--- src/rtl/poly_arith_unit.sv ---
// Coefficient-wise polynomial micro-op engine: ADD, SUB, COMPRESS and DECOMPRESS over
// a 256-coefficient slot, streamed from the slot bank and written back in order.
module poly_arith_unit (
    input  logic        clk,
    input  logic        rst,
    input  logic [3:0]  cmd_op,
    input  logic [4:0]  cmd_slot_a,
    input  logic [4:0]  cmd_slot_b,
    input  logic [3:0]  cmd_param,
    input  logic        cmd_start,
    output logic        cmd_done,
    output logic        cmd_err,
    output logic        busy,
    output logic        rd_a_en,
    output logic [12:0] rd_a_addr,
    input  logic [11:0] rd_a_data,
    output logic        rd_b_en,
    output logic [12:0] rd_b_addr,
    input  logic [11:0] rd_b_data,
    output logic        wr_en,
    output logic [12:0] wr_addr,
    output logic [11:0] wr_data
);

    localparam int unsigned Q       = 3329;
    localparam int unsigned N       = 256;
    localparam int unsigned COEFF_W = 12;
    localparam int unsigned SLOT_W  = 5;
    localparam int unsigned IDX_W   = 8;
    localparam int unsigned OP_W    = 4;
    localparam int unsigned D_W     = 4;
    localparam int unsigned PROD_W  = 24;

    localparam logic [OP_W-1:0] OP_ADD = OP_W'(8);
    localparam logic [OP_W-1:0] OP_SUB = OP_W'(9);
    localparam logic [OP_W-1:0] OP_CMP = OP_W'(10);
    localparam logic [OP_W-1:0] OP_DEC = OP_W'(11);

    typedef enum logic [2:0] {
        S_IDLE  = 3'd0,
        S_RUN   = 3'd1,
        S_DRAIN = 3'd2,
        S_DONE  = 3'd3,
        S_ERR   = 3'd4
    } state_t;

    state_t              state_q, state_nx;
    logic [IDX_W-1:0]    idx_q, idx_nx;
    logic [OP_W-1:0]     op_q, op_nx;
    logic [SLOT_W-1:0]   slot_a_q, slot_a_nx;
    logic [SLOT_W-1:0]   slot_b_q, slot_b_nx;
    logic [D_W-1:0]      d_q, d_nx;

    logic                busy_nx, done_nx, err_nx;
    logic                rd_a_en_nx, rd_b_en_nx;
    logic [12:0]         rd_a_addr_nx, rd_b_addr_nx;

    logic                op_valid, op_pack, d_legal;

    // Command decode
    always_comb begin
        op_valid = (cmd_op == OP_ADD) || (cmd_op == OP_SUB) ||
                   (cmd_op == OP_CMP) || (cmd_op == OP_DEC);
        op_pack  = (cmd_op == OP_CMP) || (cmd_op == OP_DEC);
        d_legal  = (cmd_param == D_W'(1))  || (cmd_param == D_W'(4)) ||
                   (cmd_param == D_W'(5))  || (cmd_param == D_W'(10)) ||
                   (cmd_param == D_W'(11));
    end

    // Next-state and next-output logic
    always_comb begin
        state_nx  = state_q;
        idx_nx    = idx_q;
        op_nx     = op_q;
        slot_a_nx = slot_a_q;
        slot_b_nx = slot_b_q;
        d_nx      = d_q;

        case (state_q)
            S_IDLE: begin
                if (cmd_start && op_valid) begin
                    op_nx     = cmd_op;
                    slot_a_nx = cmd_slot_a;
                    slot_b_nx = cmd_slot_b;
                    d_nx      = cmd_param;
                    idx_nx    = '0;
                    state_nx  = (op_pack && !d_legal) ? S_ERR : S_RUN;
                end
            end
            S_RUN: begin
                idx_nx = idx_q + IDX_W'(1);
                if (idx_q == IDX_W'(N - 1)) begin
                    state_nx = S_DRAIN;
                end
            end
            S_DRAIN: begin
                // idx restarts at 0 here and counts the two pipeline flush cycles
                idx_nx = idx_q + IDX_W'(1);
                if (idx_q == IDX_W'(1)) begin
                    state_nx = S_DONE;
                end
            end
            S_DONE:  state_nx = S_IDLE;
            S_ERR:   state_nx = S_IDLE;
            default: state_nx = S_IDLE;
        endcase

        busy_nx      = (state_nx != S_IDLE);
        done_nx      = (state_nx == S_DONE) || (state_nx == S_ERR);
        err_nx       = (state_nx == S_ERR);
        rd_a_en_nx   = (state_nx == S_RUN);
        rd_b_en_nx   = rd_a_en_nx && ((op_nx == OP_ADD) || (op_nx == OP_SUB));
        rd_a_addr_nx = rd_a_en_nx ? {slot_a_nx, idx_nx} : '0;
        rd_b_addr_nx = rd_b_en_nx ? {slot_b_nx, idx_nx} : '0;
    end

    // State and registered control outputs
    always_ff @(posedge clk) begin
        if (rst) begin
            state_q   <= S_IDLE;
            idx_q     <= '0;
            op_q      <= '0;
            slot_a_q  <= '0;
            slot_b_q  <= '0;
            d_q       <= '0;
            busy      <= 1'b0;
            cmd_done  <= 1'b0;
            cmd_err   <= 1'b0;
            rd_a_en   <= 1'b0;
            rd_b_en   <= 1'b0;
            rd_a_addr <= '0;
            rd_b_addr <= '0;
        end else begin
            state_q   <= state_nx;
            idx_q     <= idx_nx;
            op_q      <= op_nx;
            slot_a_q  <= slot_a_nx;
            slot_b_q  <= slot_b_nx;
            d_q       <= d_nx;
            busy      <= busy_nx;
            cmd_done  <= done_nx;
            cmd_err   <= err_nx;
            rd_a_en   <= rd_a_en_nx;
            rd_b_en   <= rd_b_en_nx;
            rd_a_addr <= rd_a_addr_nx;
            rd_b_addr <= rd_b_addr_nx;
        end
    end

    logic [COEFF_W:0]   add_sum, add_red, sub_dif, sub_red;
    logic [PROD_W-1:0]  d_mask, cmp_num, cmp_quo, dec_num;
    logic [COEFF_W-1:0] res_c;
    logic [SLOT_W-1:0]  dst_slot;

    // Coefficient arithmetic on the returning read data
    always_comb begin
        add_sum = {1'b0, rd_a_data} + {1'b0, rd_b_data};
        add_red = (add_sum >= (COEFF_W + 1)'(Q)) ? add_sum - (COEFF_W + 1)'(Q) : add_sum;
        sub_dif = {1'b0, rd_a_data} - {1'b0, rd_b_data};
        sub_red = (rd_a_data < rd_b_data) ? sub_dif + (COEFF_W + 1)'(Q) : sub_dif;

        d_mask  = (PROD_W'(1) << d_q) - PROD_W'(1);
        // Exact floor division by the constant modulus
        cmp_num = (PROD_W'(rd_a_data) << d_q) + PROD_W'((Q - 1) / 2);
        cmp_quo = cmp_num / PROD_W'(Q);
        dec_num = (PROD_W'(rd_a_data) & d_mask) * PROD_W'(Q) +
                  (PROD_W'(1) << (d_q - D_W'(1)));

        case (op_q)
            OP_ADD:  res_c = COEFF_W'(add_red);
            OP_SUB:  res_c = COEFF_W'(sub_red);
            OP_CMP:  res_c = COEFF_W'(cmp_quo & d_mask);
            default: res_c = COEFF_W'(dec_num >> d_q);
        endcase

        dst_slot = ((op_q == OP_ADD) || (op_q == OP_SUB)) ? slot_a_q : slot_b_q;
    end

    logic               rd_vld_q;
    logic [IDX_W-1:0]   rd_idx_q;

    // Read-return tracking and registered write port
    always_ff @(posedge clk) begin
        if (rst) begin
            rd_vld_q <= 1'b0;
            rd_idx_q <= '0;
            wr_en    <= 1'b0;
            wr_addr  <= '0;
            wr_data  <= '0;
        end else begin
            rd_vld_q <= rd_a_en;
            rd_idx_q <= idx_q;
            wr_en    <= rd_vld_q;
            if (rd_vld_q) begin
                wr_addr <= {dst_slot, rd_idx_q};
                wr_data <= res_c;
            end
        end
    end

endmodule

--- config.mk ---
export PLATFORM = sky130hd
export DESIGN_NAME = poly_arith_unit
export DESIGN_NICKNAME = d
export VERILOG_FILES = /design/src/rtl/poly_arith_unit.sv
export SDC_FILE = /design/constraint.sdc
export NUM_CORES = 1
export LEC_CHECK = 0
export CORE_MARGIN = 5
export CORE_UTILIZATION = 56
export DETAILED_ROUTE_END_ITERATION = 12
export GPL_TIMING_DRIVEN = 0
export MAX_ROUTING_LAYER = met4
export PLACE_DENSITY = 0.79
export SETUP_SLACK_MARGIN = 0.02
export SYNTH_ARGS = -nofsm -noshare
export SYNTH_HDL_FRONTEND = slang
export SYNTH_SLANG_ARGS = --single-unit
--- constraint.sdc ---
create_clock -name clk -period 18.2 [get_ports clk]
set_input_delay 5.46 -clock clk [delete_from_list [all_inputs] [get_ports clk]]
set_output_delay 5.46 -clock clk [all_outputs]
set_load 0.05 [all_outputs]
After elaboration in Yosys (flattened, before gate mapping). Index checks and enable logic that the tools add are counted.

RAM bits: 0. Bits in read-only memories: 0. Output and inout port bits: 57. Word-level logic and storage cells: 98. Bits in latches: 0. Bits in registers: 95. Memories: 0.

Shifts and indexed selects: 4. Div/mod/pow operators: 1. Multipliers: 1. Eq/ne operators: 21. Muxes and demuxes: 17. $add $sub $neg: 9. Bitwise operators: 4. Reductions and logical operators: 21. $lt $le $gt $ge: 2.

Operator list (number): $shl 1x4->24 const A (2); $eq 4x4->1 const B (11); $pmux 12 s3 (1); $mux 5 (5); $add 24x11->24 const B (1); $add 24x24->24 (1); $and 12x24->24 (1); $div 24x12->24 const B (1); $mul 24x12->24 const B (1); $mux 12 (2); $shl 12x4->24 (1); $shr 24x4->12 (1); $sub 24x2->24 const B (1); $pmux 8 s2 (1); $add 12x12->13 (1); $ge 13x12->1 const B (1); $add 12x12->12 const B (1); $and 12x12->12 (1); $lt 12x12->1 (1); $mux 3 (4); $sub 12x12->12 (1); $sub 12x12->12 const B (1); $logic_or 1x1->1 (11); $pmux 3 s3 (1); other kinds (18) (27).

Logic depth before layout (Yosys ltp). Gate-level depths: netlist (run 1).

Depth after elaboration: 14. Mapped depth: 60.

Worst setup path before layout (run 1). OpenSTA, ideal clock, no wires.

Path type: input-to-reg. Start point: in rd_a_data[1]. End point: reg wr_data[0]. Setup slack: 0.270 ns. Required time: 18.067 ns. Data arrival time: 17.797 ns. Stages on the path: 51. Setup time: 0.133 ns. Path buffers: 4. Cells stage by stage: mux2_1 o2bb2a_1 nand3_1 clkbuf_1 inv_1 ha_1 a21o_1 nand4_1 mux2_2 and4_4 a2111o_1 a21boi_4 a311o_1 and4_1 buf_2 nor4_4 o21bai_1 nor4_4 [... 15 more ...] o21ai_2 a22o_1 buf_6 or4_4 and2_4 a311oi_2 nand2_1 o31ai_4 xnor2_1 inv_1 ha_1 nor4_1 mux2i_1 or3_1 a31oi_1 a22oi_1 o221ai_1 a211oi_2.

Cells in the longest elaborated chain, start to end: 5. Elaborated cells between the ends (all ways): 14.

RTL lines: start, declared (line 16) `input logic [11:0] rd_a_data,`; $shl 12x4->24 or $and 12x24->24 (tied branches) (line 164, 166); $add 24x11->24 or $mul 24x12->24 (tied branches) (line 164, 166); $div 24x12->24 or $add 24x24->24 (tied branches) (line 165, 166); $and 12x12->12 or $shr 24x4->12 (tied branches) (line 172, 173); $pmux 12 s3 (*) (line 169) `case (op_q)`; end signal, assigned (line 196) `wr_data <= res_c;`; end, declared (line 22) `output logic [11:0] wr_data`.

Every way passes the cells marked *; elsewhere a longest branch is shown, timed or not. A chain may end at the register's enable or synchronous reset.

Worst setup path after layout (run 1).
Start point: in rd_a_data[5]. End point: reg wr_data[1].

The elaborated chain is that of the path after synthesis.

==> run_results.csv, run 1 <==
group,metric,value,unit
clock_tree,worstSkewPairLatency,0.34,ns
cells_and_area,layout_common_cells,"nor2_1, nand2_1, buf_4, ha_1, inv_1",
clock_tree,cts.path.max_buffers,2,
floorplan,ios,102,
yosys,synth_nets,2203,
clock_tree,clkTransAtPathRegs,0.06,ns
yosys,syn_area,15400,um2
placement,place_hpwl,40100,um
clock_tree,cts_tree,"yes",
yosys,dominantRegCellSynth,"dfxtp_1",
power_and_ir_drop,powerDensity,56.0,nW/um2
critical_path,crit_family,"compound AO/OA/AOI/OAI gates",
power_and_ir_drop,finalPower,1.08,mW
worst_hold_path,hp-class,"reg2reg",
critical_path,cp-start-kind,"primary input",
yosys,ys_seq_area_share,12.3,%
critical_path,slowest_stage,"or4_4",
clock_tree,ctsHoldBuffers,0,
yosys,async_flop_share,0,%
drt,viasPerCell,6.67,
cells_and_area,final_common_cell,"nor2_1",
drt,first_pass_iters,8,
yosys,ys_warn_count,0,
yosys,avgSynthCellArea,7.70,um2
critical_path,max_stage_delay,0.59,ns
grt,grt_pass1_vias,16000,
clock_tree,cts_max_level,3,
timing,slew_violations,0,
worst_hold_path,whs_path_depth,2,
grt,grt_overflow,0,
critical_path,worst-path-stages,54,
clock_tree,cts-root-buf,"clkbuf_16",
timing,clock_skew,0.00503,ns
critical_path,worstReg2RegStart,"d_q[3]$_SDFFE_PP0P_",
power_and_ir_drop,p_leak,7.67,nW
placement,pre_cts_slack,-3.97,ns
drt,first_iter_violations,1679,
critical_path,reg2reg_slack,2.64,ns
cells_and_area,layout-drive-gt1-share,20.0,%
timing,fmax,55.1,MHz
floorplan,die-width,176,um
timing,slew-limit-headroom,33.4,%
floorplan,die_y,176,um
critical_path,cp_num_buf_inv,10,
timing,worst_slack,0.0455,ns
cells_and_area,synthToLayoutAreaGrowth,25.4,%
floorplan,initial_core_util,57.2,%
worst_hold_path,hp-start,"rd_idx_q[6]$_SDFF_PP0_",
grt,grt_max_degree,15,
critical_path,cp_max_fo,10,
grt,grt_pass1_wl,82300,um
timing,tightestPinTransition,0.989,ns
power_and_ir_drop,irDropWorstVdd,0.0712,mV
run_status,status,"completed",
clock_tree,cts_buffers,9,
timing,final-hold-violation-count,0,
yosys,synth_cell_types,123,
yosys,postSynthCellCount,2005,
critical_path,crit_path_end_kind,"flop",
critical_path,reg2reg_depth,58,
floorplan,core,27000,um2
critical_path,worstSetupStartpoint,"rd_a_data[5]",
floorplan,dieArea,31000,um2
drt,wl_per_cell,20.7,um
yosys,synth_edf_count,0,
flow_run,drv_cap,0,
floorplan,placementRows,60,
placement,place.gp.congestion,1.00,
timing,min_period_over_period,99.7,%
cells_and_area,finalNetCount,2440,
critical_path,critPathKind,"in2reg",
drt,drc,0,
timing,setup_viol,0,
drt,drt_wl_total,53500,um
drt,num_vias,17300,
clock_tree,cts.sinks,95,
placement,numPortBuffers,100,
yosys,synth_seq_cells,95,
grt,grt_use_total,32.6,%
critical_path,worstPathArrival,18.36,ns
timing,timing.final.crit_period,18.15,ns
grt,grt_antenna_before_repair,2,
critical_path,required,18.40,ns
drt,drtAntennaViolNets,0,
critical_path,cpMostUsedCell,"buf_4",
## path summary, 6_finish.rpt
check / endpoint
worst max-delay path: wr_data[1]$_SDFFE_PP0P_
worst max register to register: wr_data[1]$_SDFFE_PP0P_
worst min register to register: wr_addr[6]$_SDFFE_PP0P_
worst min-delay path: wr_addr[6]$_SDFFE_PP0P_
## registers in the layout (all words and copies together) (netlist names)
name / cells
rd_vld_q: 1
idx_q: 8
cmd_done: 1
wr_addr: 13
rd_b_addr: 13
slot_b_q: 5
slot_a_q: 5
wr_data: 12
op_q: 4
d_q: 4
wr_en: 1
state_q: 3
rd_idx_q: 8
busy: 1
rd_a_addr: 13
cmd_err: 1
rd_a_en: 1
rd_b_en: 1
## worst reg2reg max path, delay by kind of cell, from the launching register on
family          cells  cell delay (ns)
mux                 1             0.18
xor+xnor            1             0.17
flops               1             0.41
simple gates       17             5.00
compound gates     24             5.92
buf+inv            13             3.30
fa+ha+maj           2             0.42
## per-stage QoR
| stage | instance area, um2 | TNS, ns | cells | util [%] | hold slack (ns) |
|---|---|---|---|---|---|
| after floorplan | 15400 | 0 | 2005 | - | 0.441 |
| after global placement | 16900 | -9.66 | 2446 | 62.4 | 0.448 |
| after detailed placement | 16900 | -10.57 | 2446 | 62.4 | 0.451 |
| after CTS | 18200 | 0 | 2519 | 67.2 | 0.469 |
| after global routing | 19400 | -0.459 | 2588 | 71.7 | 0.487 |
| final | 19400 | 0 | 2588 | 71.7 | 0.469 |
## cell families (layout without fill, tap and decap cells)
| logic type | count (synthesis) | after routing | synth area share (%) |
|---|---|---|---|
| AND/OR/NAND/NOR | 712 | 712 | 23.8 |
| other | 0 | 2 | 0 |
| buffers and inverters | 221 | 460 | 5.90 |
| adder cells (fa/ha/maj) | 156 | 156 | 13.6 |
| flip-flops | 95 | 95 | 12.3 |
| multiplexers | 124 | 124 | 9.42 |
| XOR/XNOR | 118 | 118 | 6.69 |
| AO/OA/AOI/OAI | 579 | 580 | 28.3 |
## final cells by class
class | count | area (um2)
clock buffer | 9 | 225
clock inverter | 5 | 27.5
sequential | 95 | 1900
multi-input combinational | 1690 | 13900
buffer | 87 | 440
fill | 2145 | 7660
inverter | 132 | 495
timing repair buffer | 227 | 1990
tap | 341 | 427
antenna | 2 | 5.00
## timing repair
| action | in CTS | in global routing |
|---|---|---|
| pin swaps | 37 | 61 |
| cloned | 0 | 2 |
| buffers inserted | 61 | 65 |
| endpoints found under the setup margin | 4 | 2 |
| endpoints found under the hold margin | 0 | 0 |
| resized for setup | 170 | 155 |
## cells in the mapped netlist, drive strengths merged (11+ instances only)
| library cell | n | area (um2) |
|---|---|---|
| a211o | 11 | 96.3 |
| a211oi | 32 | 263 |
| a21o | 19 | 143 |
| a21oi | 128 | 648 |
| a22oi | 15 | 136 |
| a31oi | 20 | 146 |
| and2 | 27 | 174 |
| and3 | 22 | 138 |
| buf | 38 | 225 |
| clkbuf | 51 | 191 |
| dfxtp | 95 | 1900 |
| fa | 20 | 400 |
| ha | 133 | 1660 |
| inv | 132 | 495 |
| mux2 | 21 | 236 |
| mux2i | 89 | 903 |
| mux4 | 14 | 315 |
| nand2 | 173 | 652 |
| nand2b | 24 | 150 |
| nand3 | 46 | 230 |
| nand4 | 30 | 200 |
| nor2 | 193 | 732 |
| nor2b | 23 | 144 |
| nor3 | 59 | 339 |
| nor4 | 26 | 235 |
| o211ai | 31 | 253 |
| o21a | 15 | 113 |
| o21ai | 74 | 404 |
| o21bai | 35 | 263 |
| o221ai | 13 | 114 |
| o22ai | 16 | 100 |
| o31a | 12 | 105 |
| o31ai | 16 | 168 |
| or2 | 19 | 121 |
| or3 | 20 | 125 |
| or4 | 16 | 131 |
| xnor2 | 91 | 797 |
| xor2 | 27 | 236 |
## power by group
part	leakage [nW]	internal [mW]	switching [mW]	total, mW
logic	6.77	0.280	0.425	0.706
clock network	0.127	0.0898	0.0740	0.164
registers	0.768	0.212	0.00268	0.214
## metal layers
layer | GRT usage (%) | share of wire, % | up-vias
met5 | - | 0 | -
met4 | 10.2 | 3.8 | 0
li1 | - | - | 7955
met2 | 54.8 | 47 | 946
met3 | 4.43 | 8.3 | 196
met1 | 40.7 | 41 | 8161
No activity file was read; power rests on OpenSTA's default activity.
==> run 2: changes to the inputs <==
ABC_AREA = 1   (was unset)
SETUP_SLACK_MARGIN = unset   (was 0.02)
==> run 2 against run 1 <==
Compared with the run above: global-route usage decreased by 3.6 points; synthesized cell count increased by 30%; count of clock-buffer cells in the layout unchanged; critical path type unchanged; highest routed layer unchanged.
==> run_results.csv, run 2 <==
group,metric,value,unit
floorplan,core,27000,um2
yosys,synth_edf_count,0,
power_and_ir_drop,finalPower,1.69,mW
yosys,avgSynthCellArea,5.92,um2
drt,drc,0,
placement,numPortBuffers,100,
floorplan,die-width,176,um
power_and_ir_drop,power_frac_clock,10.6,%
clock_tree,cts_max_level,3,
timing,timing.final.crit_period,17.22,ns
clock_tree,clkTransAtPathRegs,0.07,ns
grt,grt_overflow,0,
cells_and_area,final_core_util,64.4,%
clock_tree,cts-root-buf,"clkbuf_16",
yosys,yosysMostFrequentCell,"nand2_1",
floorplan,dieArea,30900,um2
drt,num_vias,16900,
yosys,postSynthCellCount,2604,
grt,grt_max_degree,19,
drt,drtAntennaViolNets,0,
run_status,status,"completed",
critical_path,cpMostUsedCell,"nand2_2",
timing,slew-limit-headroom,23.0,%
power_and_ir_drop,p_int,0.740,mW
critical_path,crit_path_end_kind,"flop",
yosys,synth_cell_types,61,
critical_path,required,18.44,ns
power_and_ir_drop,powerDensity,96.8,nW/um2
yosys,yosysTopAreaCell,"nand2_1",
placement,place.gp.congestion,0.972,
cells_and_area,layout_common_cells,"nand2_1, inv_1, nand3_1, nor2_1, ha_1",
power_and_ir_drop,p_leak,9.46,nW
drt,viasPerCell,5.47,
placement,pre_cts_slack,-0.307,ns
drt,wl_per_cell,14.5,um
cells_and_area,final_common_cell,"nand2_1",
critical_path,slowest_stage,"nor3_4",
timing,fmax,58.1,MHz
drt,first_iter_violations,1335,
timing,slew_violations,0,
grt,grt-busiest-layer,"met2",
power_and_ir_drop,p_comb_share,76.7,%
timing,worst_slack,0.983,ns
yosys,synth_seq_cells,95,
drt,first_pass_iters,6,
yosys,syn_area,15400,um2
grt,grtUsageMet1,36.4,%
timing,setup_viol,0,
drt,drt_wl_total,44700,um
grt,met2_usage,48.3,%
timing,clock_skew,0.00647,ns
cells_and_area,finalNetCount,2933,
timing,whs,0.446,ns
worst_hold_path,hp-class,"reg2reg",
grt,grt_use_total,28.9,%
critical_path,worstPathArrival,17.46,ns
grt,grt_antenna_before_repair,1,
yosys,ys_seq_area_share,12.3,%
floorplan,ios,102,
cells_and_area,synthToLayoutAreaGrowth,13.0,%
critical_path,max_stage_delay,0.27,ns
yosys,async_flop_share,0,%
yosys,synth_area_leaders,"nand2_1, dfxtp_1, ha_1",
power_and_ir_drop,irDropWorstVdd,0.0873,mV
critical_path,cp_max_fo,10,
yosys,yosysTopAreaCellShare,18.1,%
flow_run,drv_cap,0,
floorplan,die_y,176,um
grt,met3_usage,4.78,%
clock_tree,worstSkewPairLatency,0.34,ns
timing,setup_tns,0,ns
grt,grt_pass1_wl,73800,um
yosys,dominantRegCellSynth,"dfxtp_1",
timing,min_period_over_period,94.6,%
floorplan,initial_core_util,57.0,%
timing,final-hold-violation-count,0,
placement,place_hpwl,37300,um
clock_tree,cts.sinks,95,
yosys,synth_nets,2802,
cells_and_area,reg_top3,"rd_a_addr: 13 flops, rd_b_addr: 13 flops, wr_addr: 13 flops",
power_and_ir_drop,netSwitchingPower,0.946,mW
clock_tree,cts.path.max_buffers,2,
grt,grt_pass1_vias,15700,
clock_tree,cts_tree,"yes",
yosys,netlist_top_cells_count,"nand2_1, inv_1, nand3_1, nor2_1, ha_1",
critical_path,critPathKind,"in2reg",
cells_and_area,layout-drive-gt1-share,12.0,%
clock_tree,cts_buffers,9,
floorplan,placementRows,60,
power_and_ir_drop,sequentialPowerShare,12.8,%
critical_path,cp-start-kind,"primary input",
yosys,ys_warn_count,0,
cells_and_area,fillerInstances,2619,
power_and_ir_drop,switching_share,56.1,%
timing,tightestPinTransition,1.15,ns
==> run 2: cell types whose count changed in the layout (fill, tap and decap cells not counted), sizes merged, moves of 84 or more <==
cell,previous run,this run
buf,172,56
inv,132,401
nand2,173,848
nand3,46,298
nor2,193,284
xnor2,91,7
==> run 2: final cells by class <==
| class | instances | area, um2 | area share (%) |
|---|---|---|---|
| Antenna cell | 1 | 2.50 | 0.0144 |
| Clock inverter | 7 | 60.1 | 0.345 |
| Sequential cell | 95 | 1900 | 10.9 |
| Clock buffer | 9 | 225 | 1.29 |
| Inverter | 402 | 1520 | 8.75 |
| Buffer | 62 | 483 | 2.77 |
| Tap cell | 341 | 427 | 2.45 |
| Multi-Input combinational cell | 2045 | 11700 | 67.0 |
| Timing Repair Buffer | 120 | 1120 | 6.45 |
==> run 2: power by group through the flow <==
stage	combinational [mW]	sequential, mW	clock [mW]
global route	1.46	0.215	0.191
floorplan	0.972	0.228	0
CTS	1.23	0.215	0.181
detailed placement	1.22	0.220	0
finish	1.29	0.215	0.178
global placement	1.19	0.220	0
==> run 2: path summary, 6_finish.rpt <==
kind                                     startpoint                      end  slack, ns  cells past startpoint
worst max register to register  d_q[3]$_SDFFE_PP0P_  wr_data[0]$_SDFFE_PP0P_       5.47                    106
worst min register to register   rd_a_en$_SDFF_PP0_      rd_vld_q$_SDFF_PP0_       0.45                      2
worst max-delay path                   rd_a_data[5]  wr_data[0]$_SDFFE_PP0P_       0.98                    108
worst min-delay path             rd_a_en$_SDFF_PP0_      rd_vld_q$_SDFF_PP0_       0.45                      2
==> run 2: timing repair <==
action                                  in CTS  in global routing
gates resized for setup                      0                 71
hold buffers                                 0                  0
endpoints found under the setup margin       0                  3
buffers inserted                             0                 20
==> run 2: critical path, delay by kind of cell <==
family	cells	cell delay, ns
simple gates	87	9.07
buf+inv	18	2.30
fa+ha+maj	2	0.37
xor+xnor	1	0.19
==> run 2: logic make-up after synthesis <==
kind of cell / count (synthesis) / synth area share (%)
xor gates and xnor gates: 65 / 3.70
and+or+nand+nor: 1511 / 45.1
DFF: 95 / 12.3
buffers and inverters: 464 / 13.0
adders and majority gates: 153 / 13.4
AOI/OAI and AO/OA: 304 / 11.7
muxes: 12 / 0.780
==> run 2: layer usage <==
layer / vias up / wire, um / share of wire [%]
met2: 547 / 20600 / 46
met5: - / 0 / 0
li1: 8617 / - / -
met3: 95 / 3110 / 7.0
met1: 7598 / 19700 / 44
met4: 0 / 1350 / 3.0
==> run 2: metrics by stage <==
| stage | cell area, um2 | cells |
|---|---|---|
| final | 17400 | 3082 |
| after CTS | 17100 | 3061 |
| after detailed placement | 16800 | 3045 |
| after floorplan | 15400 | 2604 |
| after global placement | 16800 | 3045 |
| after global routing | 17400 | 3082 |
